===== src/rtl/mc_ctrl.sv =====
// Multi-cycle MIPS control FSM: sequences IF/ID/EX/MEM/WB over one shared req/ready memory port.
// Define MC_ILLEGAL_TRAP_EN to trap illegal instructions in TRAP instead of skipping them as NOPs.
module mc_ctrl #(
   parameter int OP_W  = 6,
   parameter int ALU_W = 5
) (
   input  logic             clk,
   input  logic             rst,
   input  logic [OP_W-1:0]  opcode,
   input  logic [OP_W-1:0]  func,
   input  logic             zero,
   input  logic             mem_ready,
   output logic             mem_req,
   output logic             mem_we,
   output logic             iord,
   output logic             ir_write,
   output logic             pc_write,
   output logic [1:0]       pc_src,
   output logic             reg_write,
   output logic [1:0]       reg_dst,
   output logic [1:0]       data_to_reg,
   output logic             alu_src_a,
   output logic [1:0]       alu_src_b,
   output logic [ALU_W-1:0] alu_ctrl,
   output logic             ext_op,
   output logic [2:0]       state,
   output logic             illegal
);

   localparam logic [ALU_W-1:0] ALUOp_ADD  = ALU_W'(0);
   localparam logic [ALU_W-1:0] ALUOp_SUB  = ALU_W'(1);
   localparam logic [ALU_W-1:0] ALUOp_ADDU = ALU_W'(2);
   localparam logic [ALU_W-1:0] ALUOp_SUBU = ALU_W'(3);
   localparam logic [ALU_W-1:0] ALUOp_OR   = ALU_W'(4);
   localparam logic [ALU_W-1:0] ALUOp_LUI  = ALU_W'(5);
   localparam logic [ALU_W-1:0] ALUOp_SLT  = ALU_W'(6);

   localparam logic [OP_W-1:0] OP_RTYPE = OP_W'(6'b000000);
   localparam logic [OP_W-1:0] OP_ORI   = OP_W'(6'b001101);
   localparam logic [OP_W-1:0] OP_LUI   = OP_W'(6'b001111);
   localparam logic [OP_W-1:0] OP_SLTI  = OP_W'(6'b001010);
   localparam logic [OP_W-1:0] OP_LW    = OP_W'(6'b100011);
   localparam logic [OP_W-1:0] OP_SW    = OP_W'(6'b101011);
   localparam logic [OP_W-1:0] OP_BEQ   = OP_W'(6'b000100);
   localparam logic [OP_W-1:0] OP_BNE   = OP_W'(6'b000101);

   localparam logic [OP_W-1:0] FN_ADD  = OP_W'(6'b100000);
   localparam logic [OP_W-1:0] FN_ADDU = OP_W'(6'b100001);
   localparam logic [OP_W-1:0] FN_SUB  = OP_W'(6'b100010);
   localparam logic [OP_W-1:0] FN_SUBU = OP_W'(6'b100011);

   typedef enum logic [2:0] {
      S_IF   = 3'd0,
      S_ID   = 3'd1,
      S_EX   = 3'd2,
      S_MEM  = 3'd3,
      S_WB   = 3'd4,
      S_TRAP = 3'd5
   } state_t;

   state_t stateQ, stateD;

   logic isRtype, isAluR, isOri, isLui, isSlti, isLw, isSw, isBeq, isBne;
   logic isLegal;
   logic [ALU_W-1:0] rAluOp;

   assign isRtype = (opcode == OP_RTYPE);
   assign isAluR  = isRtype && ((func == FN_ADD) || (func == FN_ADDU) ||
                                (func == FN_SUB) || (func == FN_SUBU));
   assign isOri   = (opcode == OP_ORI);
   assign isLui   = (opcode == OP_LUI);
   assign isSlti  = (opcode == OP_SLTI);
   assign isLw    = (opcode == OP_LW);
   assign isSw    = (opcode == OP_SW);
   assign isBeq   = (opcode == OP_BEQ);
   assign isBne   = (opcode == OP_BNE);
   assign isLegal = isAluR || isOri || isLui || isSlti || isLw || isSw || isBeq || isBne;

   always_comb begin
      unique case (func)
         FN_SUB:  rAluOp = ALUOp_SUB;
         FN_ADDU: rAluOp = ALUOp_ADDU;
         FN_SUBU: rAluOp = ALUOp_SUBU;
         default: rAluOp = ALUOp_ADD;
      endcase
   end

   always_ff @(posedge clk or posedge rst) begin
      if (rst) stateQ <= S_IF;
      else     stateQ <= stateD;
   end

   assign state = stateQ;

   always_comb begin
      stateD      = stateQ;
      mem_req     = 1'b0;
      mem_we      = 1'b0;
      iord        = 1'b0;
      ir_write    = 1'b0;
      pc_write    = 1'b0;
      pc_src      = 2'b00;
      reg_write   = 1'b0;
      reg_dst     = 2'b00;
      data_to_reg = 2'b00;
      alu_src_a   = 1'b0;
      alu_src_b   = 2'b00;
      alu_ctrl    = ALUOp_ADD;
      ext_op      = 1'b0;
      illegal     = 1'b0;

      unique case (stateQ)
         S_IF: begin
            mem_req   = 1'b1;
            alu_src_b = 2'b01;
            if (mem_ready) begin
               ir_write = 1'b1;
               pc_write = 1'b1;
               stateD   = S_ID;
            end
         end
         // ALUOut captures PC+4 + (imm<<2) here so a branch can use it in EX.
         S_ID: begin
            alu_src_b = 2'b11;
            ext_op    = 1'b1;
            if (isLegal) begin
               stateD = S_EX;
            end else begin
`ifdef MC_ILLEGAL_TRAP_EN
               stateD = S_TRAP;
`else
               stateD = S_IF;
`endif
            end
         end
         S_EX: begin
            stateD = S_IF;
            if (isAluR) begin
               alu_src_a = 1'b1;
               alu_ctrl  = rAluOp;
               stateD    = S_WB;
            end else if (isOri || isLui) begin
               alu_src_b = 2'b10;
               alu_ctrl  = isOri ? ALUOp_OR : ALUOp_LUI;
               stateD    = S_WB;
            end else if (isSlti) begin
               alu_src_b = 2'b10;
               ext_op    = 1'b1;
               alu_ctrl  = ALUOp_SLT;
               stateD    = S_WB;
            end else if (isLw || isSw) begin
               alu_src_b = 2'b10;
               ext_op    = 1'b1;
               stateD    = S_MEM;
            end else if (isBeq || isBne) begin
               alu_src_a = 1'b1;
               alu_ctrl  = ALUOp_SUB;
               pc_src    = 2'b01;
               pc_write  = (isBeq & zero) | (isBne & ~zero);
            end
         end
         S_MEM: begin
            mem_req = 1'b1;
            iord    = 1'b1;
            mem_we  = isSw;
            if (mem_ready) stateD = isSw ? S_IF : S_WB;
         end
         S_WB: begin
            reg_write   = 1'b1;
            reg_dst     = isRtype ? 2'b01 : 2'b00;
            data_to_reg = isLw ? 2'b01 : 2'b00;
            stateD      = S_IF;
         end
         S_TRAP: begin
`ifdef MC_ILLEGAL_TRAP_EN
            illegal = 1'b1;
`else
            stateD  = S_IF;
`endif
         end
         default: stateD = S_IF;
      endcase

      // Reset kills any in-flight access immediately, so no write can complete.
      if (rst) begin
         mem_req     = 1'b0;
         mem_we      = 1'b0;
         iord        = 1'b0;
         ir_write    = 1'b0;
         pc_write    = 1'b0;
         pc_src      = 2'b00;
         reg_write   = 1'b0;
         reg_dst     = 2'b00;
         data_to_reg = 2'b00;
         alu_src_a   = 1'b0;
         alu_src_b   = 2'b00;
         alu_ctrl    = ALUOp_ADD;
         ext_op      = 1'b0;
         illegal     = 1'b0;
      end
   end

endmodule


===== config.mk =====
export PLATFORM = sky130hd
export DESIGN_NAME = mc_ctrl
export DESIGN_NICKNAME = d
export VERILOG_FILES = /design/src/rtl/mc_ctrl.sv
export SDC_FILE = /design/constraint.sdc
export NUM_CORES = 1
export LEC_CHECK = 0
export CAP_MARGIN = 25
export CORE_UTILIZATION = 32
export DETAILED_ROUTE_END_ITERATION = 12
export HOLD_SLACK_MARGIN = 0.15
export MAX_ROUTING_LAYER = met4
export PLACE_DENSITY = 0.78
export SLEW_MARGIN = 0
export SYNTH_ARGS = -nofsm -noshare
export SYNTH_HDL_FRONTEND = slang
export SYNTH_SLANG_ARGS = --single-unit
export TNS_END_PERCENT = 20

===== constraint.sdc =====
create_clock -name clk -period 1.8 [get_ports clk]
set_input_delay 0.27 -clock clk [delete_from_list [all_inputs] [get_ports clk]]
set_output_delay 0.27 -clock clk [all_outputs]
set_load 0.01 [all_outputs]

=== After elaboration in Yosys (flattened, before gate mapping) ===
Index checks and enable logic that the tools add are counted.

* Flip-flop bits (word level): 3
* Latch bits: 0
* Memory bits (writable): 0
* Memory bits (read-only): 0
* Bits of input ports: 16
* Output and inout bits: 25
* Word-level logic and storage cells: 108
* Memories: 0

* $add $sub $neg: 0
* $mul: 0
* Divide/modulo/power cells: 0
* Magnitude comparators: 0
* Eq/ne operators: 17
* Shift operators: 0
* Multiplexer cells: 68
* Bitwise logic cells: 4
* Reduce and logical (&&, ||, !) cells: 18

{| class="wikitable"
|+ Operators with widths
! kind !! number
|-
| 2-to-1 mux 1 bit || 42
|-
| == test 6 bit (second input constant) || 6
|-
| 2-to-1 mux 3 bit || 8
|-
| 2-to-1 mux 2 bit || 10
|-
| == test 6 x 4 -> 1 bit (second input constant) || 3
|-
| 2-to-1 mux 5 bit || 3
|-
| logical OR 1 bit || 13
|-
| == test 6 x 3 -> 1 bit (second input constant) || 2
|-
| case mux 2 bit (3 select lines) || 2
|-
| case mux 3 bit (4 select lines) || 1
|-
| == test 3 x 2 -> 1 bit (second input constant) || 2
|-
| zero test 6 bit || 1
|-
| != test 2 bit (second input constant) || 2
|-
| case mux 1 bit (2 select lines) || 2
|-
| == test 3 x 1 -> 1 bit (second input constant) || 1
|-
| == test 3 bit (second input constant) || 1
|-
| zero test 3 bit || 1
|-
| AND 1 bit || 2
|-
| AND reduction 2 bit || 1
|-
| OR reduction 2 bit || 1
|-
| logical AND 1 bit || 1
|-
| NOT 1 bit || 1
|-
| OR 1 bit || 1
|}

=== Logic depth before layout (Yosys ltp) ===
Gate-level depths: netlist of run 1.

* Depth in word-level cells: 14
* Depth in mapped cells: 5
* Depth with buffers taken out: 4

=== Worst setup path before layout of run 1 ===
OpenSTA, ideal clock, no wires.

* Path type: reg-to-output
* From: register stateQ[2] (netlist: state[2])
* To: output port pc_write
* Data arrival time: 1.406 ns
* Required time: 1.530 ns
* Path slack: 0.124 ns
* Cell stages (with the launch flop): 6
* Path buffers: 1
* Path through: dfrtp_1 clkbuf_1 nand2b_1 nor3_1 a32oi_1 nor4_1

* Longest elaborated chain between the ends: 3
* Elaborated cells on any way between the ends: 4
* Classes of those cells: eq/ne (1); mux (2); reduce/logical (1)

{| class="wikitable"
|+ RTL lines
! item !! RTL line !! RTL
|-
| from (decl) || 61 || <nowiki>state_t stateQ, stateD;</nowiki>
|-
| from (signal assigned) || 90 || <nowiki>else stateQ <= stateD;</nowiki>
|-
| == test 3 x 2 -> 1 bit or zero test 3 bit (tied branches) || 112 || <nowiki>unique case (stateQ)</nowiki>
|-
| case mux 1 bit (2 select lines) * || 112 ||
|-
| 2-to-1 mux 1 bit * || 185 || <nowiki>if (rst) begin</nowiki>
|-
| to (decl) || 17 || <nowiki>output logic pc_write,</nowiki>
|}

Mark *: on every way between the ends. The rest lies on a longest branch, timed or not.

=== Final worst setup path of run 1 ===
* From: input port opcode[1]
* To: output port alu_ctrl[2]

* Longest elaborated chain between the ends: 6
* Elaborated cells on any way between the ends: 11
* Classes of those cells: eq/ne (3); mux (5); reduce/logical (3)

{| class="wikitable"
|+ RTL lines
! item !! RTL line !! RTL
|-
| from (decl) || 9 || <nowiki>input logic [OP_W-1:0] opcode,</nowiki>
|-
| == test 6 x 4 -> 1 bit (on tied branches) || 72, 70, 71 ||
|-
| 2-to-1 mux 3 bit or logical OR 1 bit (tied branches) || 146, 142 ||
|-
| 2-to-1 mux 3 bit || 142 || <nowiki>end else if (isOri || isLui) begin</nowiki>
|-
| 2-to-1 mux 5 bit * || 138 || <nowiki>if (isAluR) begin</nowiki>
|-
| 2-to-1 mux 5 bit * || 112 ||
|-
| 2-to-1 mux 5 bit * || 185 ||
|-
| to (decl) || 24 || <nowiki>output logic [ALU_W-1:0] alu_ctrl,</nowiki>
|}

Marks and branches as above.

==> flow_summary.toml, run 1 <==
[outcome]
status = "complete, but fails checks"
violations = "negative setup slack"

[critical_path]
crit_type = "in2out"
cp_common_cell = "buf_4"
cp.depth = 8
cp_data_arrival_time_ps = 1580
r2r-end = "state[1]"
end_kind = "output pin"
path_delay_family = "buffers and inverters"
worst_setup_path_start_kind = "input pin"
worstPathCellList = "dlygate4sd2_1 -> nor4_4 -> buf_4 -> nand3_2 -> nand2_2 -> buf_4 -> nor2_1 -> clkdlybuf4s15_1"
reg2regPathDepth = 5
path_max_fanout = 3
cp_slowest_cell = "nor4_4"
critPathBufInv = 4
timing.rr.start = "state[1]"
r2r_setup_slack_ps = 430
critPathMaxStageDelay_ps = 290
cp-startpoint = "opcode[1]"
required_ps = 1530

[cts]
cts_sinks = 3
cts_max_level = 1
cts_tree = "built"
root_buffer = "clkbuf_4"
numCtsBuffers = 3
clock_latency_ps = 240
cts_buffer_depth = 2
path_clk_slew_ps = 40

[global_routing]
grt_start_max_net_pins = 10
grt_remaining_overflow = 0
antenna_found_initial = 0
grt_pass1_wl_um = 3470
grt_pass1_vias = 812
grt.total_usage_pct = 26.1

[placed_design]
place_congestion = 0.858
dp.cells = 147
numPortBuffers = 34
hpwlAfterDp_um = 1560

[routing]
firstDrtPassIters = 4
via_per_inst = 5.19
wl_per_cell_um = 13.6
wirelength_um = 2160
via_count = 826
drtIter0Drc = 24
antenna_left = 0
drc = 0

[sta]
finalMaxSlewViolations = 0
grt_setup_unrepaired = "yes"
skew_ps = 6.73
worst_slack_ps = -46.1
fmax_ghz = 0.542
hold_violations = 0
period_needed_ps = 1850
tns_ps = -66.3
period_share_pct = 103
setup_viol = 3
holdWs_ps = 400

[die]
io_pins = 41
dieArea_um2 = 1780
core_um2 = 1510
dieHeight_um = 42.2
rows = 14
start_util_pct = 34.4
die_x_um = 42.2

[layout]
drive_gt1_share_pct = 49.7
largest_reg_flops = 3
synthToLayoutAreaGrowth_pct = 119
final_cells = 159
layout.nets = 160
diodes = 0
utilization_pct = 75.4
fillers = 121

[logic_synthesis]
postSynth.asyncResetShare_pct = 100
ys.flop_type = "dfrtp_1"
synth_edf_count = 0
synth.avg_cell_area_um2 = 6.82
syn_area_um2 = 518
yosysMostFrequentCell = "nor2_1"
synth_common_cells = "nor2_1, nand2_1, a21oi_1, buf_4, nor3_1"
synth_top_cell_by_area = "dfrtp_1"
seq_area_frac_synth_pct = 14.5
yosysTopAreaCellShare_pct = 14.5
synthDistinctLibCells = 34
syn-instance-count = 76
synth_seq_cells = 3
synth_warnings = 0
yosys-top-cells-area = "dfrtp_1, buf_4, nor2_1"

[pwr]
ir_drop_uv = 162
power_density_nw_per_um2 = 333
p_leak_nw = 0.547
finalPower_uw = 378

[min_path]
hp-class = "in2async"

[flow_run]
cap_violations = 0
-- worst max path at each step --
stage | end | slack [ps]
2_1_floorplan | pc_write | 120
3_3_place_gp | alu_ctrl[0] | -610
3_5_place_dp | alu_ctrl[1] | -640
4_1_cts | ext_op | -140
5_1_grt | pc_write | -130
6_report | alu_ctrl[2] | -50
-- where the power goes --
part | internal [mW] | leakage [nW] | total, mW | switching [mW]
Clock | 0.0833 | 0.0150 | 0.122 | 0.0386
Sequential | 0.0718 | 0.0371 | 0.0778 | 0.00604
Combinational | 0.0939 | 0.495 | 0.178 | 0.0842
Total | 0.249 | 0.547 | 0.378 | 0.129
-- worst register-to-register path, delay by kind of cell, from the launching register on --
kind	cells	cell delay, ps
flip-flops	1	400
AO/OA/AOI/OAI	1	220
AND/OR/NAND/NOR	3	490
buffers and inverters	1	160
-- cells in the final DEF (no fill, tap or decap), types with 2 or more instances in the layout --
cell / count
inv_1: 2
nand3_2: 2
a22oi_1: 2
nor3_1: 3
nand2_1: 7
buf_2: 6
clkbuf_2: 3
nor2_1: 6
o21ai_1: 4
buf_4: 35
dlygate4sd2_1: 14
conb_1: 6
nor2_2: 3
nand4_1: 2
nor3_2: 2
dfrtp_2: 2
a21oi_1: 5
clkbuf_4: 3
clkdlybuf4s50_1: 7
-- repair_timing --
| action | 4_1_cts | 5_1_grt |
|---|---|---|
| gates resized for setup | 56 | 21 |
| hold buffers | 0 | 0 |
| setup buffers | 6 | 2 |
| setup endpoints to repair | 16 | 15 |
| pin swaps | 4 | 4 |
-- cells by family after synthesis --
logic type	after synthesis	share of synthesized area (%)
simple gates	41	47.3
xor+xnor	1	1.69
flops	3	14.5
compound gates	17	21.5
buf+inv	13	14.2
other cells	1	0.724
-- cell type report --
cell class	count	area [µm²]	share of cell area [%]
multi-input combinational	65	467	41.1
tap	16	20.0	1.76
sequential	3	77.6	6.83
inverter	3	11.3	0.991
clock buffer	4	26.3	2.31
timing repair buffer	68	534	47.0
-- metal layers --
layer | GRT usage (%) | vias up | wire length [µm]
met2 | 47.7 | 41 | 1180
met5 | - | - | 0
met1 | 26.3 | 385 | 856
met4 | 14.4 | 0 | 29
li1 | - | 395 | -
met3 | 3.45 | 5 | 95
-- per-stage QoR --
step | area, µm² | worst slack [ps]
after floorplan | 537 | 124
after global placement | 1030 | -608
after detailed placement | 1030 | -636
after CTS | 1110 | -145
after global routing | 1140 | -129
final | 1140 | -46.1
(Power assumes the default switching activity.)
==> inputs of run 2 (changes only) <==
--- a/config.mk
+++ b/config.mk
@@ -6,11 +6,13 @@
 export NUM_CORES = 1
 export LEC_CHECK = 0
 export CAP_MARGIN = 25
-export CORE_UTILIZATION = 32
+export CELL_PAD_IN_SITES_DETAIL_PLACEMENT = 0
+export CELL_PAD_IN_SITES_GLOBAL_PLACEMENT = 1
+export CORE_UTILIZATION = 20
 export DETAILED_ROUTE_END_ITERATION = 12
 export HOLD_SLACK_MARGIN = 0.15
 export MAX_ROUTING_LAYER = met4
-export PLACE_DENSITY = 0.78
+export PLACE_DENSITY_LB_ADDON = 0.1
 export SLEW_MARGIN = 0
 export SYNTH_ARGS = -nofsm -noshare
 export SYNTH_HDL_FRONTEND = slang
==> flow_summary.toml, run 2 (synthesis gave the netlist of run 1 again) <==
[layout]
layout_common_cells = "buf_4, dlygate4sd2_1, nor2_1, nand2_1, clkdlybuf4s50_1"
drive_gt1_share_pct = 51.0
largest_reg_flops = 3
fin_area_um2 = 1150
synthToLayoutAreaGrowth_pct = 123
layout.nets = 160
diodes = 0
layout_commonest_cell = "buf_4"
utilization_pct = 47.0

[sta]
period_share_pct = 98.8
fmax_ghz = 0.563
worst_slack_ps = 22.3
finalMaxSlewViolations = 0
setup_viol = 0
grt_setup_unrepaired = "yes"
hold_violations = 0
tns_ps = 0
period_needed_ps = 1780
skew_ps = 1.04

[placed_design]
numPortBuffers = 34
hpwlAfterDp_um = 1610
place_area_um2 = 1050
place_congestion = 0.830
dp_slack_ps = -660

[pwr]
power_frac_clock_pct = 32.1
power_density_nw_per_um2 = 322
p_sw_uw = 124
p_leak_nw = 0.533
netSwitchingFraction_pct = 33.3
ir_drop_uv = 204
pwr-share-comb_pct = 46.4
seqPwrFrac_pct = 21.6
intPower_uw = 248

[cts]
cts_sinks = 3
clock_latency_ps = 230
cts_buffer_depth = 2
cts_tree = "built"
root_buffer = "clkbuf_4"
postCtsHoldBufs = 0
path_clk_slew_ps = 40
numCtsBuffers = 3
cts_max_level = 1

[global_routing]
antenna_found_initial = 0
use_met1_pct = 18.7
use_met2_pct = 31.9
grt_pass1_vias = 765
met3_usage_pct = 1.44
grt_pass1_wl_um = 3350
top_usage_layer = "met2"
grt_start_max_net_pins = 10
grt.total_usage_pct = 17.0
grt_remaining_overflow = 0

[critical_path]
reg2regPathDepth = 5
crit_type = "reg2out"
required_ps = 1530
timing.rr.start = "state[1]"
end_kind = "output pin"
cp_data_arrival_time_ps = 1510
worst_setup_path_start_kind = "flip-flop"
path_max_fanout = 3
r2r_setup_slack_ps = 420
cp-startpoint = "state[2]"
endpoint = "alu_src_b[1]"
r2r-end = "state[1]"

[die]
die_x_um = 52.9
io_pins = 41
dieArea_um2 = 2800
dieHeight_um = 52.9
rows = 18
core_um2 = 2450
start_util_pct = 21.1

[routing]
antenna_left = 0
via_count = 789
drc = 0
wirelength_um = 2050
wl_per_cell_um = 11.8
via_per_inst = 4.56
drtIter0Drc = 4
firstDrtPassIters = 3

[flow_run]
cap_violations = 0

[outcome]
status = "finished, final reports clean"

[min_path]
hp-class = "in2async"
run 2: repair_timing:
item | in CTS | in global routing
pin swaps | 4 | 1
resized for setup | 61 | 20
setup endpoints to repair | 16 | 14
cloned | 0 | 0
buffers inserted | 7 | 0
run 2: worst max-delay path: stages, from the launching register on:
cell             delay (ps)
dfrtp_1                 370
nand2b_4                160
nor3_4                  180
nand2_2                  80
buf_4                   140
o21ai_1                 110
clkdlybuf4s15_2         230
run 2: worst min path at each step:
stage,from,slack (ps),to
after detailed placement,state[2],590,state[1]
final,rst,340,state[2]
after global routing,rst,330,state[2]
after floorplan,rst,200,state[0]
after CTS,rst,290,state[1]
after global placement,state[2],590,state[1]
run 2: through the flow:
step	power [mW]	cells	hold WS [ps]
floorplan	0.145	81	200
CTS	0.373	173	295
finish	0.371	173	337
detailed placement	0.250	162	585
global placement	0.249	162	588
global route	0.405	173	332
run 2: metal layers:
metal / wire length, µm / part of all wire (%)
met1: 837 / 41
met2: 1080 / 52
met3: 101 / 4.9
met4: 34 / 1.7
met5: 0 / 0
run 2: final cells by class:
| type | instances | area [µm²] |
|---|---|---|
| clock buffer | 4 | 26.3 |
| fill | 258 | 1300 |
| inverter | 3 | 11.3 |
| multi-input combinational | 65 | 472 |
| sequential | 3 | 77.6 |
| tap | 30 | 37.5 |
| timing repair buffer | 68 | 529 |
run 2: power groups by stage:
stage | clock [mW] | combinational, mW | sequential, mW
after floorplan | 0 | 0.0684 | 0.0769
after global placement | 0 | 0.171 | 0.0781
after detailed placement | 0 | 0.171 | 0.0784
after CTS | 0.124 | 0.171 | 0.0780
after global routing | 0.137 | 0.187 | 0.0810
final | 0.119 | 0.172 | 0.0801
